==> config.mk <==
export PLATFORM = sky130hd
export DESIGN_NAME = display_source_selector
export DESIGN_NICKNAME = d
export VERILOG_FILES = /design/src/rtl/display_sel_pkg.sv /design/src/rtl/display_sel_timer.sv /design/src/rtl/display_source_selector.sv
export SDC_FILE = /design/constraint.sdc
export NUM_CORES = 1
export LEC_CHECK = 0
export CAP_MARGIN = 20
export CORE_MARGIN = 8
export CORE_UTILIZATION = 30
export DETAILED_ROUTE_END_ITERATION = 6
export PLACE_DENSITY = 0.52
export REMOVE_ABC_BUFFERS = 1
export SLEW_MARGIN = 30
export SYNTH_ARGS = -nofsm -noshare
export SYNTH_HDL_FRONTEND = slang
export SYNTH_HIERARCHICAL = 1
export SYNTH_SLANG_ARGS = --single-unit
==> constraint.sdc <==
create_clock -name clk -period 2.5 [get_ports clk]
set_input_delay 0.5 -clock clk [delete_from_list [all_inputs] [get_ports clk]]
set_output_delay 0.5 -clock clk [all_outputs]
set_load 0.005 [all_outputs]
==> src/rtl/display_sel_pkg.sv <==
// display_sel_pkg: shared state type and width helpers for the display source selector
package display_sel_pkg;

    typedef enum logic {
        SHOW  = 1'b0,
        BLANK = 1'b1
    } state_t;

    // max(1, clog2(n)): select width for n sources
    function automatic int sel_width(input int n);
        return n > 2 ? $clog2(n) : 1;
    endfunction

    // clog2(max(a, b, 2)): counter width able to hold both terminal counts
    function automatic int cnt_width(input int a, input int b);
        int m;
        m = a > b ? a : b;
        return m > 2 ? $clog2(m) : 1;
    endfunction

endpackage

==> src/rtl/display_sel_timer.sv <==
// display_sel_timer: enabled cycle counter with clear and a terminal-count pulse every COUNT enabled cycles
module display_sel_timer #(
    parameter int COUNT = 2,
    parameter int W     = 1
) (
    input  logic clk,
    input  logic reset,
    input  logic load,
    input  logic en,
    output logic tc
);

    localparam logic [W-1:0] LAST = W'(COUNT - 1);

    logic [W-1:0] cnt;

    assign tc = en && !load && cnt == LAST;

    // count enabled cycles, wrapping to zero on the terminal count
    always_ff @(posedge clk) begin
        if (reset || load) cnt <= '0;
        else if (en) cnt <= tc ? '0 : cnt + 1'b1;
    end

endmodule

==> src/rtl/display_source_selector.sv <==
// display_source_selector: registered N-way 7-segment source selector with auto-rotation and blanking; optional blink via DISPLAY_SEL_BLINK_EN
module display_source_selector
    import display_sel_pkg::*;
#(
    parameter int               SEG_W        = 7,
    parameter int               N_SRC        = 2,
    parameter int               DWELL_CYCLES = 50_000_000,
    parameter int               BLANK_CYCLES = 1_000_000,
    parameter logic [SEG_W-1:0] BLANK_VALUE  = {SEG_W{1'b0}},
`ifdef DISPLAY_SEL_BLINK_EN
    parameter int               BLINK_CYCLES = 25_000_000,
`endif
    parameter int               SEL_W        = sel_width(N_SRC)
) (
    input  logic                   clk,
    input  logic                   reset,
    input  logic [N_SRC*SEG_W-1:0] src_bus,
    input  logic [SEL_W-1:0]       manual_sel,
    input  logic                   auto_en,
`ifdef DISPLAY_SEL_BLINK_EN
    input  logic                   blink,
`endif
    output logic [SEG_W-1:0]       seg_out,
    output logic [SEL_W-1:0]       active_src,
    output logic                   switching
);

    localparam int               CNT_W    = cnt_width(DWELL_CYCLES, BLANK_CYCLES);
    localparam int               BLANK_N  = BLANK_CYCLES > 0 ? BLANK_CYCLES : 1;
    localparam logic [SEL_W-1:0] LAST_IDX = SEL_W'(N_SRC - 1);

    state_t           state, state_n;
    logic [SEL_W-1:0] cur_idx, cur_n, tgt_idx, tgt_n, auto_idx;
    logic [SEG_W-1:0] seg_n;
    logic             manual_ok, dwell_tc, blank_tc, blank_phase;

    assign manual_ok  = 32'(manual_sel) < N_SRC;
    assign auto_idx   = cur_idx == LAST_IDX ? '0 : cur_idx + 1'b1;
    assign active_src = state == BLANK ? tgt_idx : cur_idx;
    assign switching  = state == BLANK;

    display_sel_timer #(.COUNT(DWELL_CYCLES), .W(CNT_W)) u_dwell (
        .clk   (clk),
        .reset (reset),
        .load  (!auto_en),
        .en    (auto_en && state == SHOW),
        .tc    (dwell_tc)
    );

    display_sel_timer #(.COUNT(BLANK_N), .W(CNT_W)) u_blank (
        .clk   (clk),
        .reset (reset),
        .load  (state == SHOW),
        .en    (state == BLANK),
        .tc    (blank_tc)
    );

`ifdef DISPLAY_SEL_BLINK_EN
    logic phase, blink_tc;

    display_sel_timer #(.COUNT(BLINK_CYCLES), .W(cnt_width(BLINK_CYCLES, 2))) u_blink (
        .clk   (clk),
        .reset (reset),
        .load  (!blink || state != SHOW),
        .en    (blink && state == SHOW),
        .tc    (blink_tc)
    );

    // blink phase toggles every BLINK_CYCLES shown cycles and restarts dark-free on each new show
    always_ff @(posedge clk) begin
        if (reset || !blink || state != SHOW) phase <= 1'b0;
        else if (blink_tc) phase <= ~phase;
    end

    assign blank_phase = blink && state == SHOW && (blink_tc ? ~phase : phase);
`else
    assign blank_phase = 1'b0;
`endif

    // next state, target selection and the segment pattern for the next cycle
    always_comb begin
        state_n = state;
        cur_n   = cur_idx;
        tgt_n   = tgt_idx;
        if (state == SHOW) begin
            if (auto_en ? dwell_tc : manual_ok && manual_sel != cur_idx) begin
                tgt_n = auto_en ? auto_idx : manual_sel;
                if (BLANK_CYCLES == 0) cur_n = tgt_n;
                else state_n = BLANK;
            end
        end else begin
            if (!auto_en && manual_ok) tgt_n = manual_sel;
            if (blank_tc) begin
                cur_n   = tgt_n;
                state_n = SHOW;
            end
        end
        seg_n = state_n == BLANK || blank_phase ? BLANK_VALUE : src_bus[cur_n*SEG_W +: SEG_W];
    end

    // state, indices and the registered display lines
    always_ff @(posedge clk) begin
        if (reset) begin
            state   <= SHOW;
            cur_idx <= '0;
            tgt_idx <= '0;
            seg_out <= BLANK_VALUE;
        end else begin
            state   <= state_n;
            cur_idx <= cur_n;
            tgt_idx <= tgt_n;
            seg_out <= seg_n;
        end
    end

endmodule

Word-level counts from Yosys, hierarchy flattened:

Index checks and enable logic that the tools add are counted.

* register bits after elaboration: 62
* input port bits: 18
* output and inout port bits: 9
* logic and storage cells: 38

* $add $sub $neg: 3
* $mul: 1
* equality and inequality tests: 3
* shift-type cells: 1
* mux-type cells: 14
* bitwise operators: 1
* reductions and logical operators: 9

Operators with widths (count)
* 26-bit by 1-bit adder with 26-bit output, second input constant: 2
* 26-bit 2-to-1 mux: 2
* 26-bit by 20-bit equality test with 1-bit output, second input constant: 1
* 26-bit equality test, second input constant: 1
* 14-bit by 5-bit indexed part select with 7-bit output: 1
* 1-bit 2-to-1 mux: 12
* 1-bit logical AND: 4
* 1-bit by 3-bit multiplier with 4-bit output, second input constant: 1
* 1-bit logical OR: 2
* 2-bit nonzero test: 1
* 2-bit OR reduction: 1
* 1-bit adder, second input constant: 1
* 1-bit zero test: 1
* 1-bit inequality test: 1
* 1-bit inverter: 1

Longest topological paths before layout:

Gate-level depths: netlist (run 1).

* word-level depth: 8
* mapped depth: 9
* mapped depth without buffers: 8

By module:

Netlist (run 1), hierarchy kept.

By module, submodules not included
* display_sel_timer (u_blank): times used 1, cells an instance 151, area each 1327.5 µm², sequential area each 520.5 µm²
* display_sel_timer (u_dwell): times used 1, cells an instance 146, area each 1296.2 µm², sequential area each 520.5 µm²
* display_source_selector: times used 1, cells an instance 74, area each 716.9 µm², sequential area each 200.2 µm²

Least setup slack after synthesis (run 1):

No wires, ideal clock.

* path type: flip-flop to flip-flop
* start point: register state, in the netlist switching
* end point: register seg_out[0]
* setup time: 135 ps
* arrival: 2437 ps
* required time: 2365 ps
* setup slack: -72 ps
* cell stages (with the launch flop): 10
* buffers on the path: 2
* clock period less this slack: 2572 ps
* cell sequence: dfxtp_1 > buf_4 > buf_2 > nor2_1 > nand3_2 > or4_4 > nor3_1 > nand2b_1 > o211a_4 > a311oi_2

* longest elaborated chain between the ends: 8
* elaborated cells on any way between the ends: 14
* classes of those cells: mul (1); shift (1); mux (6); bitwise (1); reduce/logical (5)

RTL lines
* from (decl): line display_source_selector.sv:32 `state_t state, state_n;`
* from (signal assigned): line display_source_selector.sv:109 `state <= state_n;`
* 1-bit inverter
* 1-bit logical AND: line display_source_selector.sv:46 `.en (auto_en && state == SHOW),`
* 1-bit logical AND (2 in series): line display_sel_timer.sv:17 `assign tc = en && !load && cnt == LAST;`
* via dwell_tc: line display_source_selector.sv:35 `logic manual_ok, dwell_tc, blank_tc, blank_phase;`
* 1-bit 2-to-1 mux (2 in series): line display_source_selector.sv:86 `if (auto_en ? dwell_tc : manual_ok && manual_sel != cur_idx) begin`
* 1-bit 2-to-1 mux: line display_source_selector.sv:85 `if (state == SHOW) begin`
* 2-bit OR reduction (no source line)
* to (signal assigned): line display_source_selector.sv:112 `seg_out <= seg_n;`
* to (decl): line display_source_selector.sv:23 `output logic [SEG_W-1:0] seg_out,`

The timed path passes the listed nets, and every way through them passes these cells.
A chain may end at the register's enable or synchronous reset.

Final worst setup path (run 1):

* start point: input auto_en
* end point: register u_dwell.cnt[18]

* longest elaborated chain between the ends: 4
* elaborated cells on any way between the ends: 6
* classes of those cells: mux (1); reduce/logical (5)

RTL lines
* from (decl): line display_source_selector.sv:19 `input logic auto_en,`
* 1-bit logical AND: line display_source_selector.sv:46
* 1-bit logical AND (2 in series): line display_sel_timer.sv:17
* 26-bit 2-to-1 mux: line display_sel_timer.sv:22 `else if (en) cnt <= tc ? '0 : cnt + 1'b1;`
* to (signal assigned): line display_sel_timer.sv:22
* to (decl): line display_sel_timer.sv:15 `logic [W-1:0] cnt;`

Parallel ways exist; a longest one is shown, timed or not.

==> metrics, run 1 <==
status finished, final reports clean; num ports 27; Final Cell Area 0.00400 sq mm; GRT overflow 0; Clock power frac 0.412; Tmin final 2380 ps; register area share after synthesis 0.372; Final Hold Viols 0; initial antenna violation count 0; Peak VDD IR 0.191 mV; placeable core area 0.0108 sq mm; Worst slew margin 0.669; Worst Path Arrival 2660 ps; TritonCTS clock tree done; DIE AREA 0.0148 sq mm; crit path cell chain clkdlybuf4s50_1 > inv_1 > nor2_1 > nand3_2 > or4_4 > buf_4 > or4_1 > a21oi_1; final wirelength 7960 um; drt pass-1 iters 5; Final TNS setup 0 ps; RSZ-0062 raised after global routing no; cts hold-fix bufs 0; FF-to-FF setup slack 240 ps; Die W 122 um; CTS max path bufs 2; Req. time, crit path 2780 ps; register clock-pin slew on the reported worst setup and hold paths 70 ps; share of layout cells above drive strength 1 0.178; CP max stage cell or4_4; MaxCap Viol Count 0; Final Setup Violations 0; Area Overhead vs Synth 19.9%; # DRC 0; Critical Path Start Type primary input; routed len/inst 14.3 um; async set or reset register ratio after synthesis 0; top_reg_cell synth dfxtp_1; Rows 38; first-pass GRT wire length 13100 um; Least-Margin Pin Slew 495 ps; Final Hold Slack 494 ps; Internal Power 1520 uW; Post-Synthesis Cells 371; Worst Skew 7.91 ps; worst-skew pair later-pin latency 350 ps; sequential share of power 0.503; Post-DP Area 0.00382 sq mm; EDFF count, synth 0; Worst Hold Class flop to flop; switching part of the total 0.242; CP endpoint kind flop; cell area after synthesis 0.00334 sq mm; Peak Freq 420 MHz; Crit Path Class primary input to flop; diode count 0; synthesis warning total 6; port bufs 26; Post-CTS Setup Inserts 0; dpl hpwl 5710 um; Vias/cell 5.22; htree depth 3; initial drt markers 218; DR vias 2900; number of synthesized register bits 62; switching power 486 uW; DIE HEIGHT 122 um; Root Buffer clkbuf_8; Mean Syn Cell Area 9.00 sq um; Comb power frac 0.086; GRT Total Usage 0.111; Num CTS Buffers 9; vias in the first global route 2692; fin crit share 0.952; Lkg Pwr 0.00121 uW; initial core utilization 0.308; routability cong. 0.819; CTS sink count 62; post-synthesis cell type count 48; Max FO, Critical Path 4; final max-slew violation count 0; ANT nets after route 0; final net count 431; Pwr Density 501 mW/mm^2; largest net degree at the start of global routing 26; crit-path max cell delay 540 ps
-- cells by family after synthesis --
kind of cell / share of synthesized area
AOI/OAI and AO/OA: 0.158
xor gates and xnor gates: 0.0682
adders and majority gates: 0.00749
buffers and inverters: 0.0513
DFF: 0.372
muxes: 0.0431
and+or+nand+nor: 0.301
-- state kept, by name, summed over array words and instances, names as in the netlist --
register and cells:
cur_idx 1, switching 1, seg_out 7, u_blank/cnt 26
u_dwell/cnt 26, tgt_idx 1
-- worst max-delay path: cells and delay by family --
family | cells | cell delay, ps
compound gates | 1 | 150
buf+inv | 3 | 730
simple gates | 4 | 1290
-- final timing paths --
kind | startpoint | endpoint | cells after the start
worst max-delay path | auto_en | u_dwell/cnt[18] | 8
worst min-delay path | u_blank/cnt[25] | u_blank/cnt[25] | 2
worst max register to register | u_blank/cnt[0] | seg_out[1] | 8
worst min register to register | u_blank/cnt[25] | u_blank/cnt[25] | 2
-- power groups by stage --
stage | Combinational, uW | Sequential, uW | Clock, uW
4_1_cts | 174 | 1010 | 865
3_5_place_dp | 172 | 1030 | 0
5_1_grt | 188 | 1010 | 903
2_1_floorplan | 72.6 | 1040 | 0
6_report | 172 | 1010 | 826
3_3_place_gp | 171 | 1030 | 0
-- layout make-up --
class	instances	area, sq um
timing repair buffer	48	438
clock inverter	4	20.0
clock buffer	12	165
fill	1108	6840
inverter	9	33.8
tap	140	175
sequential	62	1240
multi-input combinational	281	1930
-- cell usage after synthesis, types with 7 or more instances --
| cell | count | area (sq um) |
|---|---|---|
| buf_4 | 8 | 60.1 |
| nor4_1 | 10 | 62.6 |
| a21oi_1 | 22 | 110 |
| o21ai_0 | 8 | 40.0 |
| dfxtp_1 | 62 | 1240 |
| a311oi_2 | 7 | 105 |
| nand2_1 | 27 | 101 |
| inv_1 | 9 | 33.8 |
| or4_1 | 10 | 75.1 |
| nor3_1 | 8 | 40.0 |
| xor2_1 | 14 | 123 |
| nor2_1 | 33 | 124 |
| or3_1 | 12 | 75.1 |
| nand3_1 | 18 | 90.1 |
| nand4_1 | 27 | 169 |
| xnor2_1 | 12 | 105 |
| o31ai_1 | 14 | 105 |
| mux2_1 | 7 | 78.8 |
-- per-stage QoR --
step	cells	setup slack [ps]	utilization	power (uW)
floorplan	352	-794	-	1110
finish	556	120	0.369	2010
detailed placement	540	-266	0.352	1200
global route	556	6.95	0.369	2100
CTS	556	107	0.369	2050
global placement	540	-217	0.352	1200
-- cells in the final DEF (no fill, tap or decap), types with 3 or more instances in the layout --
cell             netlist  final
dfxtp_1               62     62
nor2_1                33     33
nand4_1               27     27
nand2_1               27     27
clkdlybuf4s50_1        0     26
a21oi_1               22     22
buf_4                  8     21
nand3_1               18     18
xor2_1                14     14
o31ai_1               14     14
clkbuf_8               0     12
or3_1                 12     12
xnor2_1               12     12
nor4_1                10     10
or4_1                 10     10
inv_1                  9      9
nor3_1                 8      8
o21ai_0                8      8
mux2_1                 7      7
a311oi_2               7      7
or4_4                  6      6
clkinv_2               0      4
a21oi_2                4      4
o211ai_1               3      3
and3_1                 3      3
and4_1                 3      3
or2_2                  3      3
-- metal layers --
layer | vias to the layer above | track usage | wire length, um
li1 | 1476 | - | -
met1 | 1351 | 0.155 | 4190
met2 | 60 | 0.150 | 3170
met3 | 13 | 0.0316 | 432
met4 | 0 | 0.0601 | 172
met5 | - | 0 | 0
-- repair_timing --
action,in CTS,in global routing
endpoints found under the setup margin,0,8
hold endpoints to repair,0,0
resized for setup,0,1
(Power assumes the default switching activity.)
==> inputs of run 2 (changes only) <==
--- a/config.mk
+++ b/config.mk
@@ -9,9 +9,9 @@
 export CORE_MARGIN = 8
 export CORE_UTILIZATION = 30
 export DETAILED_ROUTE_END_ITERATION = 6
-export PLACE_DENSITY = 0.52
+export RECOVER_POWER = 50
 export REMOVE_ABC_BUFFERS = 1
-export SLEW_MARGIN = 30
+export SLEW_MARGIN = 15
 export SYNTH_ARGS = -nofsm -noshare
 export SYNTH_HDL_FRONTEND = slang
 export SYNTH_HIERARCHICAL = 1
==> metrics, run 2 (synthesized netlist as in run 1, its figures left out) <==
status finished, final reports clean (unchanged); sequential share of power 0.517 (was 0.503); crit path cell chain clkdlybuf4s50_1 > inv_1 > nor2_1 > buf_4 > nand4_4 > or4_4 > or4_1 > a21oi_1 (was clkdlybuf4s50_1 > inv_1 > nor2_1 > nand3_2 > or4_4 > buf_4 > or4_1 > a21oi_1); initial drt markers 154 (was 218); Peak VDD IR 0.255 mV (was 0.191 mV); switching power 458 uW (was 486 uW); Post-CTS Setup Inserts 0 (unchanged); DIE HEIGHT 122 um (unchanged); worst r2r src u_blank/cnt[0] (unchanged); vias in the first global route 2757 (was 2692); Max FO, Critical Path 10 (was 4); Die W 122 um (unchanged); CTS sink count 62 (unchanged); Worst Skew 6.88 ps (was 7.91 ps); Least-Margin Pin Slew 493 ps (was 495 ps); Num CTS Buffers 9 (unchanged); Tmin final 2410 ps (was 2380 ps); Crit Path Class primary input to flop (unchanged); num ports 27 (unchanged); routability cong. 0.773 (was 0.819); Internal Power 1490 uW (was 1520 uW); htree depth 3 (unchanged); Req. time, crit path 2770 ps (was 2780 ps); TritonCTS clock tree done (unchanged); Comb power frac 0.086 (about the same); # DRC 0 (unchanged); Final Hold Slack 500 ps (was 494 ps); Final TNS setup 0 ps (unchanged); FF-to-FF path depth 8 (unchanged); final max-slew violation count 0 (unchanged); end of the worst register-to-register path seg_out[1] (unchanged); Worst Hold Path Cells 2 (unchanged); diode count 0 (unchanged); CTS max path bufs 2 (unchanged); commonest non-fill, non-tap cells in the layout 62 x dfxtp_1, 33 x nor2_1, 27 x nand4_1, 27 x nand2_1, 24 x a21oi_1 (was 62 x dfxtp_1, 33 x nor2_1, 27 x nand4_1, 27 x nand2_1, 26 x clkdlybuf4s50_1); final net count 430 (was 431); routed len/inst 14.2 um (was 14.3 um); placeable core area 0.0108 sq mm (unchanged); Lkg Pwr 0.00121 uW (about the same); switching part of the total 0.235 (was 0.242); fin crit share 0.962 (was 0.952); fill count 1130 (was 1108); MaxCap Viol Count 0 (unchanged); worst-skew pair later-pin latency 330 ps (was 350 ps); drt pass-1 iters 4 (was 5); Clock power frac 0.396 (was 0.412); GRT Total Usage 0.111 (about the same); port bufs 26 (unchanged); Worst Hold Class flop to flop (unchanged); post-route core utilization 0.367 (was 0.369); initial antenna violation count 0 (unchanged); crit-path max cell delay 610 ps (was 540 ps); Worst Hold End u_dwell/cnt[21] (was u_blank/cnt[25]); Worst Hold Launch u_dwell/cnt[21] (was u_blank/cnt[25]); Rows 38 (unchanged); dpl hpwl 5600 um (was 5710 um); ANT nets after route 0 (unchanged); Area Overhead vs Synth 19.2% (was 19.9%); first-pass GRT wire length 13400 um (was 13100 um); FF-to-FF setup slack 270 ps (was 240 ps); final wirelength 7850 um (was 7960 um); CP endpoint kind flop (unchanged); Worst Path Arrival 2670 ps (was 2660 ps); largest net degree at the start of global routing 26 (unchanged); GRT overflow 0 (unchanged); Final Setup Violations 0 (unchanged); RSZ-0062 raised after global routing yes (was no); register clock-pin slew on the reported worst setup and hold paths 60 ps (was 70 ps); DR vias 2916 (was 2900); commonest non-fill, non-tap cell in the layout dfxtp_1 (unchanged); initial core utilization 0.308 (unchanged); Root Buffer clkbuf_8 (unchanged); Pwr Density 489 mW/mm^2 (was 501 mW/mm^2); Critical Path Start Type primary input (unchanged); Vias/cell 5.26 (was 5.22); DIE AREA 0.0148 sq mm (unchanged); CP max stage cell or4_4 (unchanged); share of layout cells above drive strength 1 0.167 (was 0.178); Regs by FF count u_blank/cnt: 26 flops, u_dwell/cnt: 26 flops, seg_out: 7 flops (unchanged); Peak Freq 416 MHz (was 420 MHz); Final Hold Viols 0 (unchanged); Worst slew margin 0.670 (was 0.669)
[run 2: power groups by stage]
stage,registers [uW],logic [uW],clock network [uW]
2_1_floorplan,1040,72.6,0
3_3_place_gp,1030,167,0
3_5_place_dp,1030,170,0
4_1_cts,1010,172,795
5_1_grt,1010,184,845
6_report,1010,168,772
[run 2: metal layers]
metal | vias up | wire (um) | track usage
met1 | 1376 | 3920 | 0.147
met4 | 0 | 98 | 0.0447
met3 | 7 | 389 | 0.0279
met5 | - | 0 | 0
li1 | 1469 | - | -
met2 | 64 | 3450 | 0.169
[run 2: metrics by stage]
step / cell area, sq um / worst slack, ps / power [uW] / std cells
after floorplan: 3200 / -794 / 1110 / 352
after global placement: 3810 / -212 / 1200 / 539
after detailed placement: 3810 / -231 / 1200 / 539
after CTS: 3980 / 99.9 / 1980 / 554
after global routing: 3980 / -4.22 / 2040 / 554
final: 3980 / 93.9 / 1950 / 554
[run 2: how the worst max path moves through the flow]
stage          startpoint         endpoint  slack (ps)  cells after the start
6_report          auto_en  u_dwell/cnt[25]          90                      8
2_1_floorplan   switching       seg_out[0]        -790                      6
4_1_cts           auto_en  u_dwell/cnt[25]         100                      8
5_1_grt         switching       seg_out[0]          -4                      8
3_3_place_gp      auto_en  u_dwell/cnt[25]        -210                      8
3_5_place_dp      auto_en  u_dwell/cnt[25]        -230                      8
[run 2: worst max-delay path, delay by kind of cell]
kind	cells	cell delay (ps)
simple gates	4	1320
buf+inv	3	710
compound gates	1	140
[run 2: what timing repair did]
item | in CTS | in global routing
hold buffers | 0 | 0
gates resized for setup | 0 | 3
endpoints found under the setup margin | 0 | 10
[run 2: layout make-up]
class	count	area (sq um)	area share
multi-input combinational	281	1940	0.486
clock inverter	1	5.00	0.00126
tap	140	175	0.0440
clock buffer	14	163	0.0408
sequential	62	1240	0.312
timing repair buffer	47	428	0.107
inverter	9	33.8	0.00848
